===== config.mk =====
export PLATFORM = sky130hd
export DESIGN_NAME = fdivsqrt_otfc_seq
export DESIGN_NICKNAME = d
export VERILOG_FILES = /design/src/rtl/fdivsqrt_otfc_seq.sv
export SDC_FILE = /design/constraint.sdc
export NUM_CORES = 1
export LEC_CHECK = 0
export ABC_AREA = 1
export BUFFER_PORTS_ARGS = -buffer_cell sky130_fd_sc_hd__clkbuf_2
export CAP_MARGIN = 25
export CORE_UTILIZATION = 56
export CTS_CLUSTER_SIZE = 14
export DETAILED_ROUTE_END_ITERATION = 10
export PLACE_DENSITY = 0.81
export RECOVER_POWER = 100
export SLEW_MARGIN = 20
export SYNTH_ARGS = -nofsm -noshare
export SYNTH_HDL_FRONTEND = slang
export SYNTH_SLANG_ARGS = --single-unit

===== constraint.sdc =====
create_clock -name clk -period 5.1 [get_ports clk]
set_clock_uncertainty 0.05 [all_clocks]
set_input_delay 0.255 -clock clk [delete_from_list [all_inputs] [get_ports clk]]
set_output_delay 0.255 -clock clk [all_outputs]
set_load 0.03 [all_outputs]

===== src/rtl/fdivsqrt_otfc_seq.sv =====
// Sequential on-the-fly converter: signed digits (radix 2 or 4, DPC per cycle) into U and UM = U - ulp.
// Build option FDIVSQRT_OTFC_SELM_EN registers q = rem_neg ? UM : U when the conversion finishes.
//
// state | meaning
// IDLE  | after reset, nothing loaded
// BUSY  | accepting digit cycles until count reaches its terminal value
// DONE  | result held until the next start
module fdivsqrt_otfc_seq #(
    parameter int DIVb  = 64,
    parameter int RADIX = 2,
    parameter int DPC   = 1
) (
    input  logic             clk,
    input  logic             reset,
    input  logic             start,
    input  logic             sqrt_mode,
    input  logic [7:0]       iter,
    input  logic             digit_valid,
    input  logic [3*DPC-1:0] digits,
    input  logic             rem_neg,
    output logic             busy,
    output logic             done,
    output logic [DIVb:0]    u,
    output logic [DIVb:0]    um,
    output logic [DIVb:0]    q
);
    localparam int LR = (RADIX == 4) ? 2 : 1;
    localparam int PW = $clog2(DIVb + 1) + 2;
    localparam logic signed [PW-1:0] P_INIT = PW'(DIVb - LR);
    localparam logic signed [PW-1:0] P_STEP = PW'(LR);
    localparam logic [DIVb:0] ONE = {{DIVb{1'b0}}, 1'b1};

    typedef enum logic [1:0] {
        IDLE = 2'd0,
        BUSY = 2'd1,
        DONE = 2'd2
    } state_t;

    state_t               state, state_nxt;
    logic [7:0]           count;
    logic signed [PW-1:0] p, p_nxt;
    logic [DIVb:0]        u_nxt, um_nxt, k1, k2, k3;
    logic [1:0]           mag;
    logic                 sgn;
    logic                 accept, finish;

    // start always wins over a coincident digit cycle
    assign accept = (state == BUSY) && digit_valid && !start;
    assign finish = accept && (count == 8'd1);

    always_ff @(posedge clk or posedge reset) begin
        if (reset) state <= IDLE;
        else       state <= state_nxt;
    end

    always_comb begin
        state_nxt = state;
        if (start)       state_nxt = BUSY;
        else if (finish) state_nxt = DONE;
    end

    always_comb begin
        busy = (state == BUSY);
        done = (state == DONE);
    end

    // digits resolve in order; once the pointer goes negative nothing changes and it stops moving
    always_comb begin
        u_nxt  = u;
        um_nxt = um;
        p_nxt  = p;
        k1     = '0;
        k2     = '0;
        k3     = '0;
        mag    = '0;
        sgn    = 1'b0;
        for (int i = 0; i < DPC; i++) begin
            sgn = digits[3*i+2];
            mag = (RADIX == 4) ? digits[3*i +: 2] : {1'b0, digits[3*i]};
            if (!p_nxt[PW-1]) begin
                k1 = ONE << p_nxt[PW-2:0];
                k2 = k1 << 1;
                k3 = k1 | k2;
                if (mag == 2'd0) begin
                    um_nxt = um_nxt | ((RADIX == 4) ? k3 : k1);
                end else if (!sgn && mag == 2'd1) begin
                    um_nxt = u_nxt;
                    u_nxt  = u_nxt | k1;
                end else if (!sgn) begin
                    um_nxt = u_nxt | k1;
                    u_nxt  = u_nxt | k2;
                end else if (mag == 2'd1) begin
                    if (RADIX == 4) begin
                        u_nxt  = um_nxt | k3;
                        um_nxt = um_nxt | k2;
                    end else begin
                        u_nxt  = um_nxt | k1;
                    end
                end else begin
                    u_nxt  = um_nxt | k2;
                    um_nxt = um_nxt | k1;
                end
                p_nxt = p_nxt - P_STEP;
            end
        end
    end

    always_ff @(posedge clk or posedge reset) begin
        if (reset) begin
            u     <= '0;
            um    <= '0;
            p     <= '0;
            count <= '0;
        end else if (start) begin
            u     <= sqrt_mode ? (ONE << DIVb) : '0;
            um    <= '0;
            p     <= P_INIT;
            count <= (iter == 8'd0) ? 8'd1 : iter;
        end else if (accept) begin
            u     <= u_nxt;
            um    <= um_nxt;
            p     <= p_nxt;
            count <= count - 8'd1;
        end
    end

`ifdef FDIVSQRT_OTFC_SELM_EN
    always_ff @(posedge clk or posedge reset) begin
        if (reset)       q <= '0;
        else if (finish) q <= rem_neg ? um_nxt : u_nxt;
    end
`else
    logic unused_rem_neg;
    assign unused_rem_neg = rem_neg;
    assign q = u;
`endif

endmodule


==> key figures, run 1 <==
Critical path
  • Arrival time worst endpoint: 3.93 ns
  • Worst r2r src: state[1]
  • Delay-heaviest family, CP: buffers and inverters
  • Peak fanout along the critical path: between 40 and 50
  • Worst Setup Path Type: in -> reg
  • Destination of the worst register-to-register timing path: um[40]
  • Number of buffers and inverters on the critical path: 4
  • Crit. path cell count: 10
  • CP max stage cell: sky130_fd_sc_hd__clkbuf_1
  • Data required time of the worst path: ~5.4 ns
  • Critical path endpoint category: flop
  • Worst Reg-to-Reg Cells: 7
  • R2R Setup Slk: between 2 and 3 ns
  • Critical Path, Cell by Cell: clkbuf_1 -> inv_1 -> nand2_1 -> nand2_2 -> nor2_4 -> buf_4 -> nand3_1 -> nand2_1 -> nand2_1 -> inv_1
  • Delay of the slowest cell on the worst path: 0.95 ns
  • Startpoint types: primary input
  • Cell with the most instances on the worst path: sky130_fd_sc_hd__nand2_1

Place
  • DP Worst Slack: 2.23 ns
  • Global placer's final weighted congestion: about 0.97
  • HPWL Detailed: 19900 µm
  • Port-buffer cells: 211

Timing
  • Final critical-path share of the clock period: 70.9%
  • Least setup slack across all paths after layout: 1.49 ns
  • Max Transition Viols Final: 44
  • Worst max-slew margin expressed relative to the limit: -26.0%
  • RSZ-0062 raised after global routing: false
  • Worst hold slack across all endpoints: 0.00177 ns
  • Fmax: 277 MHz
  • Number of hold-slack violations in the final timing report: 0
  • Min cycle time layout: between 3 and 4 ns
  • Setup violators final: 0
  • Slew of the pin with the lowest slew margin: 1.88 ns
  • Setup TNS: 0 ns

Synth
  • Mean instance size in the synthesized netlist: 6.21 µm²
  • Async SR Flop Fraction: 100%
  • Number of register bits inferred by synthesis: 149
  • Syn Inst Count: 1694
  • Synth area leader: sky130_fd_sc_hd__dfrtp_1
  • Area of the mapped netlist: 10500 µm²
  • Area fraction of the dominant cell type after synthesis: 35.4%
  • Sequential share of the synthesized area: 35.4%
  • Syn_nets: 1718
  • Post-synth EDFFs: 0
  • Number of distinct standard cells referenced by the synthesized netlist: 36
  • Most common flop cell mapped by yosys: sky130_fd_sc_hd__dfrtp_1
  • Count of synthesis-stage warnings from yosys: 0
  • Dominant cells by area after synthesis: sky130_fd_sc_hd__dfrtp_1 (35%), sky130_fd_sc_hd__nand2_1 (22%), sky130_fd_sc_hd__inv_1 (9.9%)

Routing
  • Initial DRT Pass Iterations: 11
  • DRC violation count after routing: 15
  • Number of vias after detailed routing: 11100
  • Antenna-violating nets left: 0
  • Final WL: approximately 31000 µm
  • Violation count after the first detailed-route iteration: approximately 1100
  • Via/cell ratio: about 5.5
  • Detail-routed net length per standard cell: 15.1 µm

Worst hold path
  • Beginning of the worst hold path: iter[5]
  • Worst hold path type: in -> reg
  • Capture endpoint of the worst hold path: count[5]
  • Cell count of the worst hold path: 3

Final layout
  • Most common library cell in the layout ignoring fill and taps: sky130_fd_sc_hd__nand2_1
  • Share of post-route cells with drive strength above 1: 4.21%
  • Total area of sequential cells: 3730 µm²
  • Synth-to-Final Area Change: 10.2%
  • Multi-input gate area: 4860 µm²
  • Filler Cells Inserted: roughly 1800
  • Core utilization of the finished layout: a little under two thirds
  • Top library cells by usage in the layout, fill and taps aside: sky130_fd_sc_hd__nand2_1 (617), sky130_fd_sc_hd__inv_1 (279), sky130_fd_sc_hd__clkbuf_1 (199), sky130_fd_sc_hd__dfrtp_1 (149), sky130_fd_sc_hd__o21ai_0 (106)
  • Antenna diode count: 0
  • Final net count: 1817

Die
  • Placeable Area: about 18000 µm²
  • Horiz. Die Dim: 139 µm
  • Cell row count: 49
  • Die Ht: 139 µm
  • Initial cell density of the core: 57.8%
  • Full die area: 19300 µm²
  • Number of I/O pins: 214

GRT
  • Antenna violations before repair: 0
  • First-pass GRT wire length: 49700 µm
  • Pin count of the biggest net entering global routing: 110
  • Global-route usage over all layers: 32.0%
  • Total gr overflow: 0
  • Via count of the first global-routing pass: between 10000 and 15000

Power and ir drop
  • VDD IR max: 229 µV
  • Static power due to leakage: 6.42 nW
  • Power per unit of standard cell area: 387 nW/µm²

Clock network
  • Worst-case clock buffer depth: 2
  • H-tree lvl count: 4
  • Clock latency on the worst-skew pair: 0.43 ns
  • Number of buffers created by CTS: 17
  • Sinks on the clock net: 149
  • Clock tree from TritonCTS: yes
  • Clk slew on worst S/H paths: ~0.060 ns
  • Root Buffer: sky130_fd_sc_hd__clkbuf_16

Run
  • Max_cap viols: 1

Run status
  • Violations in the final reports: DRC, capacitance limit, slew limit
  • Result of the run: finished with violations
## cell usage after synthesis (4+ instances only)
cell / instances
sky130_fd_sc_hd__nand2_1: 616
sky130_fd_sc_hd__inv_1: 279
sky130_fd_sc_hd__dfrtp_1: 149
sky130_fd_sc_hd__nand3_1: 104
sky130_fd_sc_hd__o21ai_0: 104
sky130_fd_sc_hd__nor2_1: 101
sky130_fd_sc_hd__a21oi_1: 100
sky130_fd_sc_hd__buf_4: 71
sky130_fd_sc_hd__buf_2: 37
sky130_fd_sc_hd__clkbuf_1: 31
sky130_fd_sc_hd__o21ai_1: 18
sky130_fd_sc_hd__nor3_1: 13
sky130_fd_sc_hd__a21boi_0: 9
sky130_fd_sc_hd__ha_1: 7
sky130_fd_sc_hd__o211ai_1: 7
sky130_fd_sc_hd__buf_1: 6
sky130_fd_sc_hd__inv_2: 6
sky130_fd_sc_hd__or2_2: 5
sky130_fd_sc_hd__a22oi_1: 4
sky130_fd_sc_hd__xor2_1: 4
## report_power, final
part	internal, mW	switching [mW]	total, mW
combinational	0.356	1.15	1.50
sequential	1.36	0.145	1.51
clock	0.961	0.513	1.47
total	2.68	1.80	4.48
## stage by stage
step,power [mW],std cells,area [µm²]
floorplan,2.77,1694,10500
global placement,3.04,2000,11100
detailed placement,3.08,2000,11100
CTS,4.55,2033,11800
global route,4.70,2035,11600
finish,4.48,2035,11600
## cell families (layout without fill, tap and decap cells)
logic type | Yosys count | count (layout) | synth area share, %
AOI/OAI and AO/OA | 252 | 252 | 12.8
xor gates and xnor gates | 5 | 5 | 0.416
adders and majority gates | 7 | 7 | 0.832
buffers and inverters | 433 | 545 | 18.5
DFF | 149 | 149 | 35.4
and+or+nand+nor | 848 | 848 | 32.0
## worst max-delay path by stage
stage	startpoint	endpoint
floorplan	reset	count[0]
global placement	start	q[37]
detailed placement	start	q[38]
CTS	p[7]	q[46]
global route	start	q[56]
finish	start	q[56]
## routing by layer
metal	GRT usage [%]	up-vias	wire, µm
met5	0	-	0
met4	12.0	0	718
met3	4.42	66	2780
met2	52.2	619	14600
met1	43.2	5110	12500
li1	-	5308	-
## tightest hold or removal path, cell delays in order
cell and delay (ns):
sky130_fd_sc_hd__clkbuf_2 0.09, sky130_fd_sc_hd__nand2_1 0.05, sky130_fd_sc_hd__nand2_1 0.06
## flip-flops by register name (all words and copies together) (netlist names)
signal,flops
p,9
count,8
q,65
state,2
um,65
## area by class of cell
class | count | share of cell area (%)
Timing Repair Buffer | 226 | 8.20
Inverter | 287 | 9.30
Sequential cell | 149 | 32.2
Multi-Input combinational cell | 1112 | 41.9
Tap cell | 229 | 2.47
Clock inverter | 7 | 1.40
Clock buffer | 25 | 4.53
## repair_timing
action,CTS,global route
endpoints found under the hold margin,41,0
resized for setup,0,0
buffers inserted,0,0
hold buffers,1,0
Note: power is estimated with default switching activity, not from simulation.
==> inputs of run 2 (changes only) <==
--- a/config.mk
+++ b/config.mk
@@ -5,13 +5,13 @@
 export SDC_FILE = /design/constraint.sdc
 export NUM_CORES = 1
 export LEC_CHECK = 0
-export ABC_AREA = 1
+export ABC_AREA = 0
 export BUFFER_PORTS_ARGS = -buffer_cell sky130_fd_sc_hd__clkbuf_2
 export CAP_MARGIN = 25
-export CORE_UTILIZATION = 56
+export CORE_UTILIZATION = 50
 export CTS_CLUSTER_SIZE = 14
 export DETAILED_ROUTE_END_ITERATION = 10
-export PLACE_DENSITY = 0.81
+export PLACE_DENSITY = 0.78
 export RECOVER_POWER = 100
 export SLEW_MARGIN = 20
 export SYNTH_ARGS = -nofsm -noshare
==> constraint.sdc (replaced) <==
create_clock -name clk -period 3.1 [get_ports clk]
set_clock_uncertainty 0.05 [all_clocks]
set_input_delay 0.155 -clock clk [delete_from_list [all_inputs] [get_ports clk]]
set_output_delay 0.155 -clock clk [all_outputs]
set_load 0.03 [all_outputs]
==> run 2 against run 1 <==
The run ends with capacitance limit, slew limit left. Sequential power increased by 45%. Cell area decreased by 12%. Utilization decreased by 6.9 points. Cell count decreased by 33%. Area after synthesis decreased by 13%. Die area decreased by 2.1%. Global-route usage decreased by 1.4 points. First-iteration DRC count decreased by 8.6%. Critical path type is now reg -> reg. Critical endpoint is now q[23].
==> key figures, run 2 <==
GRT
  • Grt met1 use: 42.2% (-1.0 points)
  • First-pass GRT wire length: 44300 µm (-11%)
  • Total gr overflow: 0 (unchanged)
  • Via count of the first global-routing pass: 8061 (-20%)
  • Fraction of met2 tracks used by global routing: 47.8% (-4.4 points)
  • Antenna violations before repair: 0 (unchanged)
  • Met3 usage: 4.78% (+0.36 points)
  • Global-route usage over all layers: 30.6% (-1.4 points)
  • Pin count of the biggest net entering global routing: 150 (+36%)
  • Most used routing layer in global routing: met2

Timing
  • Max Transition Viols Final: 234 (+430%)
  • Worst max-slew margin expressed relative to the limit: -41.8% (-16 points)
  • Min cycle time layout: 2.81 ns
  • Worst hold slack across all endpoints: 0.206 ns (+0.204 ns)
  • RSZ-0062 raised after global routing: false
  • Fmax: around 360 MHz
  • Number of hold-slack violations in the final timing report: 0 (unchanged)
  • Slew of the pin with the lowest slew margin: 2.13 ns (+0.248 ns)
  • Setup TNS: 0 ns (unchanged)
  • Setup violators final: 0 (unchanged)
  • Final critical-path share of the clock period: 90.5%

Critical path
  • Number of buffers and inverters on the critical path: 1 (-3)
  • Delay-heaviest family, CP: compound AO/OA/AOI/OAI gates
  • Crit. path cell count: 5 (-5)
  • Startpoint types: flop
  • Launch point of the critical path: state[1]
  • R2R Setup Slk: 0.29 ns (-2.36 ns)
  • Data required time of the worst path: 3.32 ns (-2.09 ns)
  • Worst Setup Path Type: reg -> reg
  • Delay of the slowest cell on the worst path: 0.63 ns (-0.32 ns)
  • Peak fanout along the critical path: 16 (-61%)
  • Worst r2r src: state[1]
  • Arrival time worst endpoint: 3.03 ns (-0.90 ns)
  • Critical path endpoint category: flop
  • Worst setup path endpoint: q[23]
  • CP max stage cell: sky130_fd_sc_hd__and4bb_1
  • Critical Path, Cell by Cell: and4bb_1 -> a21o_1 -> buf_4 -> nor2_1 -> a2111oi_0
  • Worst Reg-to-Reg Cells: 5 (-2)
  • Destination of the worst register-to-register timing path: q[23]

Die
  • Placeable Area: 18000 µm² (-1.3%)
  • Horiz. Die Dim: 138 µm (-1.1%)
  • Initial cell density of the core: 51.2% (-6.6 points)
  • Die Ht: 138 µm (-1.1%)
  • Cell row count: 49 (unchanged)
  • Number of I/O pins: 214 (unchanged)
  • Full die area: 18900 µm² (-2.1%)

Synth
  • Area of the mapped netlist: 9190 µm² (-13%)
  • Post-synth EDFFs: 0 (unchanged)
  • Dominant cells by area after synthesis: sky130_fd_sc_hd__dfrtp_1 (41%), sky130_fd_sc_hd__buf_4 (5.9%), sky130_fd_sc_hd__nor2_1 (5.7%)
  • Most common cell in the synthesized netlist: sky130_fd_sc_hd__dfrtp_1
  • Count of synthesis-stage warnings from yosys: 0 (unchanged)
  • Syn Inst Count: 1022 (-40%)
  • Top cells by count, synth: sky130_fd_sc_hd__dfrtp_1 (149), sky130_fd_sc_hd__nor2_1 (140), sky130_fd_sc_hd__a21oi_1 (81)
  • Most common flop cell mapped by yosys: sky130_fd_sc_hd__dfrtp_1
  • Async SR Flop Fraction: 100% (unchanged)
  • Area fraction of the dominant cell type after synthesis: 40.6% (+5.1 points)
  • Mean instance size in the synthesized netlist: 9.00 µm² (+45%)
  • Number of register bits inferred by synthesis: 149 (unchanged)
  • Synth area leader: sky130_fd_sc_hd__dfrtp_1
  • Syn_nets: 1046 (-39%)
  • Number of distinct standard cells referenced by the synthesized netlist: 71 (+97%)
  • Sequential share of the synthesized area: 40.6% (+5.1 points)

Power and ir drop
  • VDD IR max: 417 µV (+82%)
  • Net Sw Frac: 32.0% (-8.2 points)
  • Static power due to leakage: 4.14 nW (-35%)
  • Power per unit of standard cell area: 547 nW/µm² (+42%)
  • Combinational Power Share: 18.8% (-15 points)
  • Sw Pwr: 1.79 mW (-0.94%)
  • Reg power frac: 39.3% (+5.7 points)
  • Power share of the clock group: 41.9% (+9.0 points)
  • Internal power consumption: 3.79 mW (+42%)
  • Pwr Total: 5.58 mW (+24%)

Worst hold path
  • Cell count of the worst hold path: 3 (unchanged)
  • Worst hold path type: in -> reg

Place
  • Port-buffer cells: 211 (unchanged)
  • Total placed instance area: 9750 µm² (-12%)
  • HPWL Detailed: 17900 µm (-10%)
  • Global placer's final weighted congestion: 0.823 (-15%)

Clock network
  • H-tree lvl count: 4 (unchanged)
  • Hold_buf cts: 10 (+9)
  • Clock tree from TritonCTS: yes
  • Root Buffer: sky130_fd_sc_hd__clkbuf_16
  • Number of gates resized after cts: 0 (unchanged)
  • Worst-case clock buffer depth: 2 (unchanged)
  • Number of buffers created by CTS: 17 (unchanged)
  • Sinks on the clock net: 149 (unchanged)
  • Clock latency on the worst-skew pair: 0.44 ns (about the same)
  • Clk slew on worst S/H paths: 0.06 ns (about the same)
  • Post-CTS setup-driven buffer insertion count: 0 (unchanged)

Routing
  • Initial DRT Pass Iterations: 5 (-6)
  • Antenna-violating nets left: 0 (unchanged)
  • Number of vias after detailed routing: 8902 (-20%)
  • Detail-routed net length per standard cell: 20.7 µm (+38%)
  • Via/cell ratio: 6.48 (+19%)
  • Final WL: 28500 µm (-7.1%)
  • Violation count after the first detailed-route iteration: 1050 (-8.6%)
  • DRC violation count after routing: 0 (-15)

Final layout
  • Most common library cell in the layout ignoring fill and taps: sky130_fd_sc_hd__clkbuf_1
  • Filler Cells Inserted: 1735 (-1.8%)
  • Synth-to-Final Area Change: 10.9%
  • Registers with the most flip-flops: q (65), um (65), p (9)
  • Multi-input gate area: 4330 µm² (-11%)
  • Final net count: 1155 (-36%)
  • Finished layout cell area: 10200 µm² (-12%)
  • Total area of sequential cells: 3730 µm² (unchanged)
  • Share of post-route cells with drive strength above 1: 8.92% (+4.7 points)
  • Top library cells by usage in the layout, fill and taps aside: sky130_fd_sc_hd__clkbuf_1 (199), sky130_fd_sc_hd__dfrtp_1 (149), sky130_fd_sc_hd__nor2_1 (140), sky130_fd_sc_hd__a21oi_1 (81), sky130_fd_sc_hd__nor3_1 (69)
  • Antenna diode count: 0 (unchanged)

Run
  • Max_cap viols: 2 (+1)

Run status
  • Violations in the final reports: capacitance limit, slew limit
  • Result of the run: finished with violations
[run 2: power by group through the flow]
stage | combinational, mW | clock (mW) | sequential (mW)
after floorplan | 0.689 | 0 | 2.36
after global placement | 1.06 | 0 | 2.22
after detailed placement | 1.07 | 0 | 2.22
after CTS | 1.09 | 2.34 | 2.19
after global routing | 1.13 | 2.42 | 2.21
final | 1.05 | 2.34 | 2.19
[run 2: cell families (layout without fill, tap and decap cells)]
| group | Yosys count | after routing | synth area share, % |
|---|---|---|---|
| adders and majority gates | 7 | 7 | 0.953 |
| and+or+nand+nor | 339 | 339 | 19.4 |
| muxes | 4 | 4 | 0.449 |
| buffers and inverters | 174 | 296 | 12.0 |
| DFF | 149 | 149 | 40.6 |
| AOI/OAI and AO/OA | 336 | 336 | 25.5 |
| xor gates and xnor gates | 13 | 13 | 1.24 |
[run 2: tightest hold or removal path: cells and delay by family]
kind / cells / cell delay, ns
compound gates: 1 / 0.06
buf+inv: 1 / 0.30
simple gates: 1 / 0.13
[run 2: cell type report]
type | count | area share [%]
clock inverter | 12 | 1.96
tap | 229 | 2.81
multi-input combinational | 699 | 42.5
sequential | 149 | 36.6
inverter | 14 | 0.552
timing repair buffer | 250 | 11.1
clock buffer | 20 | 4.48
[run 2: how the worst min path moves through the flow]
stage | from | end | slack, ns
global route | digits[0] | um[7] | 0.24
detailed placement | sqrt_mode | q[64] | 0.34
floorplan | sqrt_mode | q[64] | 0.22
CTS | start | p[7] | 0.17
global placement | sqrt_mode | q[64] | 0.33
finish | digits[0] | um[4] | 0.21
[run 2: metal layers]
layer / up-vias / share of wire, %
met5: - / 0
met2: 537 / 47
li1: 3929 / -
met4: 0 / 2.4
met1: 4374 / 42
met3: 62 / 8.9
[run 2: metrics by stage]
stage / utilization (%) / setup slack (ns) / std cells
after global placement: 54.3 / 0.623 / 1331
after CTS: 58.5 / 0.540 / 1373
after floorplan: - / 1.02 / 1022
final: 56.7 / 0.293 / 1373
after detailed placement: 54.3 / 0.561 / 1331
after global routing: 56.7 / 0.189 / 1373
==> inputs of run 3 (changes only) <==
--- a/config.mk
+++ b/config.mk
@@ -8,10 +8,12 @@
 export ABC_AREA = 0
 export BUFFER_PORTS_ARGS = -buffer_cell sky130_fd_sc_hd__clkbuf_2
 export CAP_MARGIN = 25
-export CORE_UTILIZATION = 50
+export CELL_PAD_IN_SITES_DETAIL_PLACEMENT = 1
+export CELL_PAD_IN_SITES_GLOBAL_PLACEMENT = 1
+export CORE_UTILIZATION = 37
 export CTS_CLUSTER_SIZE = 14
 export DETAILED_ROUTE_END_ITERATION = 10
-export PLACE_DENSITY = 0.78
+export PLACE_DENSITY_LB_ADDON = 0.1
 export RECOVER_POWER = 100
 export SLEW_MARGIN = 20
 export SYNTH_ARGS = -nofsm -noshare
==> run 3 against run 2 <==
The flow now finishes without violations. Critical path depth stayed put. Die area is 35% higher. Sequential share of layout area is 0.91 points lower. Utilization is 14 points lower. Cell count is 8.2% higher. First-iteration DRC count is 47% lower. Register-to-register slack better by 0.17 ns. Combinational power is 4% higher. Sequential power hardly changed. Non-clock buffer count is 18 higher. Count of clock-buffer cells in the layout is 2 lower. Hold slack worse by 0.19 ns. Critical endpoint is now um[11].
==> key figures, run 3 (same netlist as run 2, synthesis figures left out) <==
Timing
  • Setup TNS: 0 ns (unchanged)
  • Final critical-path share of the clock period: 85.2% (-5.4 points)
  • Min cycle time layout: 2.64 ns (-0.166 ns)
  • Least setup slack across all paths after layout: 0.459 ns (+0.166 ns)
  • Worst max-slew margin expressed relative to the limit: 2.67% (+45 points)
  • Max Transition Viols Final: 0 (-100%)
  • Worst hold slack across all endpoints: 0.0124 ns (-0.193 ns)
  • RSZ-0062 raised after global routing: false
  • Number of hold-slack violations in the final timing report: 0 (unchanged)
  • Slew of the pin with the lowest slew margin: 1.45 ns (-0.676 ns)
  • Fmax: 379 MHz (+6.3%)
  • Setup violators final: 0 (unchanged)

Die
  • Number of I/O pins: 214 (unchanged)
  • Placeable Area: 24300 µm² (+35%)
  • Die Ht: 160 µm (+16%)
  • Cell row count: 57 (+16%)
  • Initial cell density of the core: 37.8% (-13 points)
  • Full die area: 25500 µm² (+35%)
  • Horiz. Die Dim: 160 µm (+16%)

Worst hold path
  • Cell count of the worst hold path: 2 (-1)
  • Worst hold path type: in -> reg

Critical path
  • Crit. path cell count: 5 (unchanged)
  • Delay of the slowest cell on the worst path: 0.68 ns (+0.05 ns)
  • Startpoint types: flop
  • Critical Path, Cell by Cell: and4bb_1 -> a21o_1 -> clkbuf_2 -> a21oi_1 -> a21oi_1
  • Data required time of the worst path: 3.41 ns (+0.09 ns)
  • Arrival time worst endpoint: 2.96 ns (-0.07 ns)
  • Cell with the most instances on the worst path: sky130_fd_sc_hd__a21oi_1
  • Peak fanout along the critical path: 17 (+1)
  • Delay-heaviest family, CP: compound AO/OA/AOI/OAI gates
  • Worst Reg-to-Reg Cells: 5 (unchanged)
  • Number of buffers and inverters on the critical path: 1 (unchanged)
  • Worst Setup Path Type: reg -> reg
  • Critical path endpoint category: flop
  • CP max stage cell: sky130_fd_sc_hd__and4bb_1

Final layout
  • Final net count: 1173 (+1.6%)
  • Synth-to-Final Area Change: 13.7%
  • Non-filler cells, final: 1485 (+8.2%)
  • Share of post-route cells with drive strength above 1: 9.73% (+0.82 points)
  • Most common library cell in the layout ignoring fill and taps: sky130_fd_sc_hd__clkbuf_1
  • Core utilization of the finished layout: 43.0% (-14 points)
  • Filler Cells Inserted: 2996 (+73%)
  • Total area of sequential cells: 3730 µm² (unchanged)
  • Antenna diode count: 0 (unchanged)
  • Top library cells by usage in the layout, fill and taps aside: sky130_fd_sc_hd__clkbuf_1 (205), sky130_fd_sc_hd__dfrtp_1 (149), sky130_fd_sc_hd__nor2_1 (139), sky130_fd_sc_hd__a21oi_1 (81), sky130_fd_sc_hd__nor3_1 (69)
  • Finished layout cell area: 10500 µm² (+2.6%)
  • Multi-input gate area: 4330 µm² (-0.12%)
  • Registers with the most flip-flops: q (65), um (65), p (9)

Clock network
  • Clock latency on the worst-skew pair: 0.44 ns (about the same)
  • Clock tree from TritonCTS: yes
  • Post-CTS setup-driven buffer insertion count: 0 (unchanged)
  • Number of gates resized after cts: 0 (unchanged)
  • H-tree lvl count: 4 (unchanged)
  • Worst-case clock buffer depth: 2 (unchanged)
  • Sinks on the clock net: 149 (unchanged)
  • Number of buffers created by CTS: 17 (unchanged)
  • Clk slew on worst S/H paths: 0.07 ns (about the same)
  • Root Buffer: sky130_fd_sc_hd__clkbuf_16

Power and ir drop
  • Power per unit of standard cell area: 544 nW/µm² (-0.58%)
  • Pwr Total: 5.69 mW (+2.0%)
  • VDD IR max: 260 µV (-38%)
  • Static power due to leakage: 4.23 nW (+2.1%)

Routing
  • Final WL: 33500 µm (+18%)
  • Initial DRT Pass Iterations: 6 (+1)
  • Detail-routed net length per standard cell: 22.5 µm (+8.8%)
  • Antenna-violating nets left: 0 (unchanged)
  • Via/cell ratio: 5.84 (-10%)
  • DRC violation count after routing: 0 (unchanged)
  • Violation count after the first detailed-route iteration: 552 (-47%)
  • Number of vias after detailed routing: 8665 (-2.7%)

Place
  • # placed instances: 1444 (+8.5%)
  • Global placer's final weighted congestion: 0.781 (-5.1%)
  • Port-buffer cells: 211 (unchanged)
  • Total placed instance area: 10100 µm² (+3.1%)
  • HPWL Detailed: 21700 µm (+21%)
  • DP Worst Slack: 0.678 ns (+0.117 ns)

GRT
  • Via count of the first global-routing pass: 8716 (+8.1%)
  • Global-route usage over all layers: 26.7% (-3.9 points)
  • Antenna violations before repair: 0 (unchanged)
  • Total gr overflow: 0 (unchanged)
  • Pin count of the biggest net entering global routing: 101 (-33%)
  • First-pass GRT wire length: 52900 µm (+19%)

Run
  • Max_cap viols: 0 (-2)

Run status
  • Result of the run: completed
==> run 3: per-layer routing <==
layer	GRT usage [%]	vias up	wire, µm
li1	-	3963	-
met4	7.95	0	647
met2	42.5	260	15700
met1	37.2	4399	15600
met5	0	-	0
met3	4.13	43	1520
==> run 3: path summary, 6_finish.rpt <==
kind	to	slack, ns	startpoint
min in group asynchronous	um[14]	0.52	reset
worst min register to register	p[8]	0.49	p[8]
worst min-delay path	q[1]	0.01	start
worst max register to register	um[11]	0.46	state[1]
worst max-delay path	um[11]	0.46	state[1]
max in group asynchronous	q[35]	0.78	reset
==> run 3: final cells by class <==
type                       count  share of cell area (%)
tap                          324                    3.88
clock buffer                  18                    4.11
timing repair buffer         268                    12.2
inverter                      14                   0.515
clock inverter                13                    2.19
multi-input combinational    699                    41.4
sequential                   149                    35.7
==> run 3: timing repair <==
action,CTS,global route
hold buffers,10,0
endpoints found under the hold margin,35,0
endpoints found under the setup margin,0,0
==> run 3: report_power, final <==
group          internal [mW]  switching [mW]
clock network           1.51           0.902
registers               2.05           0.150
logic                  0.287           0.799
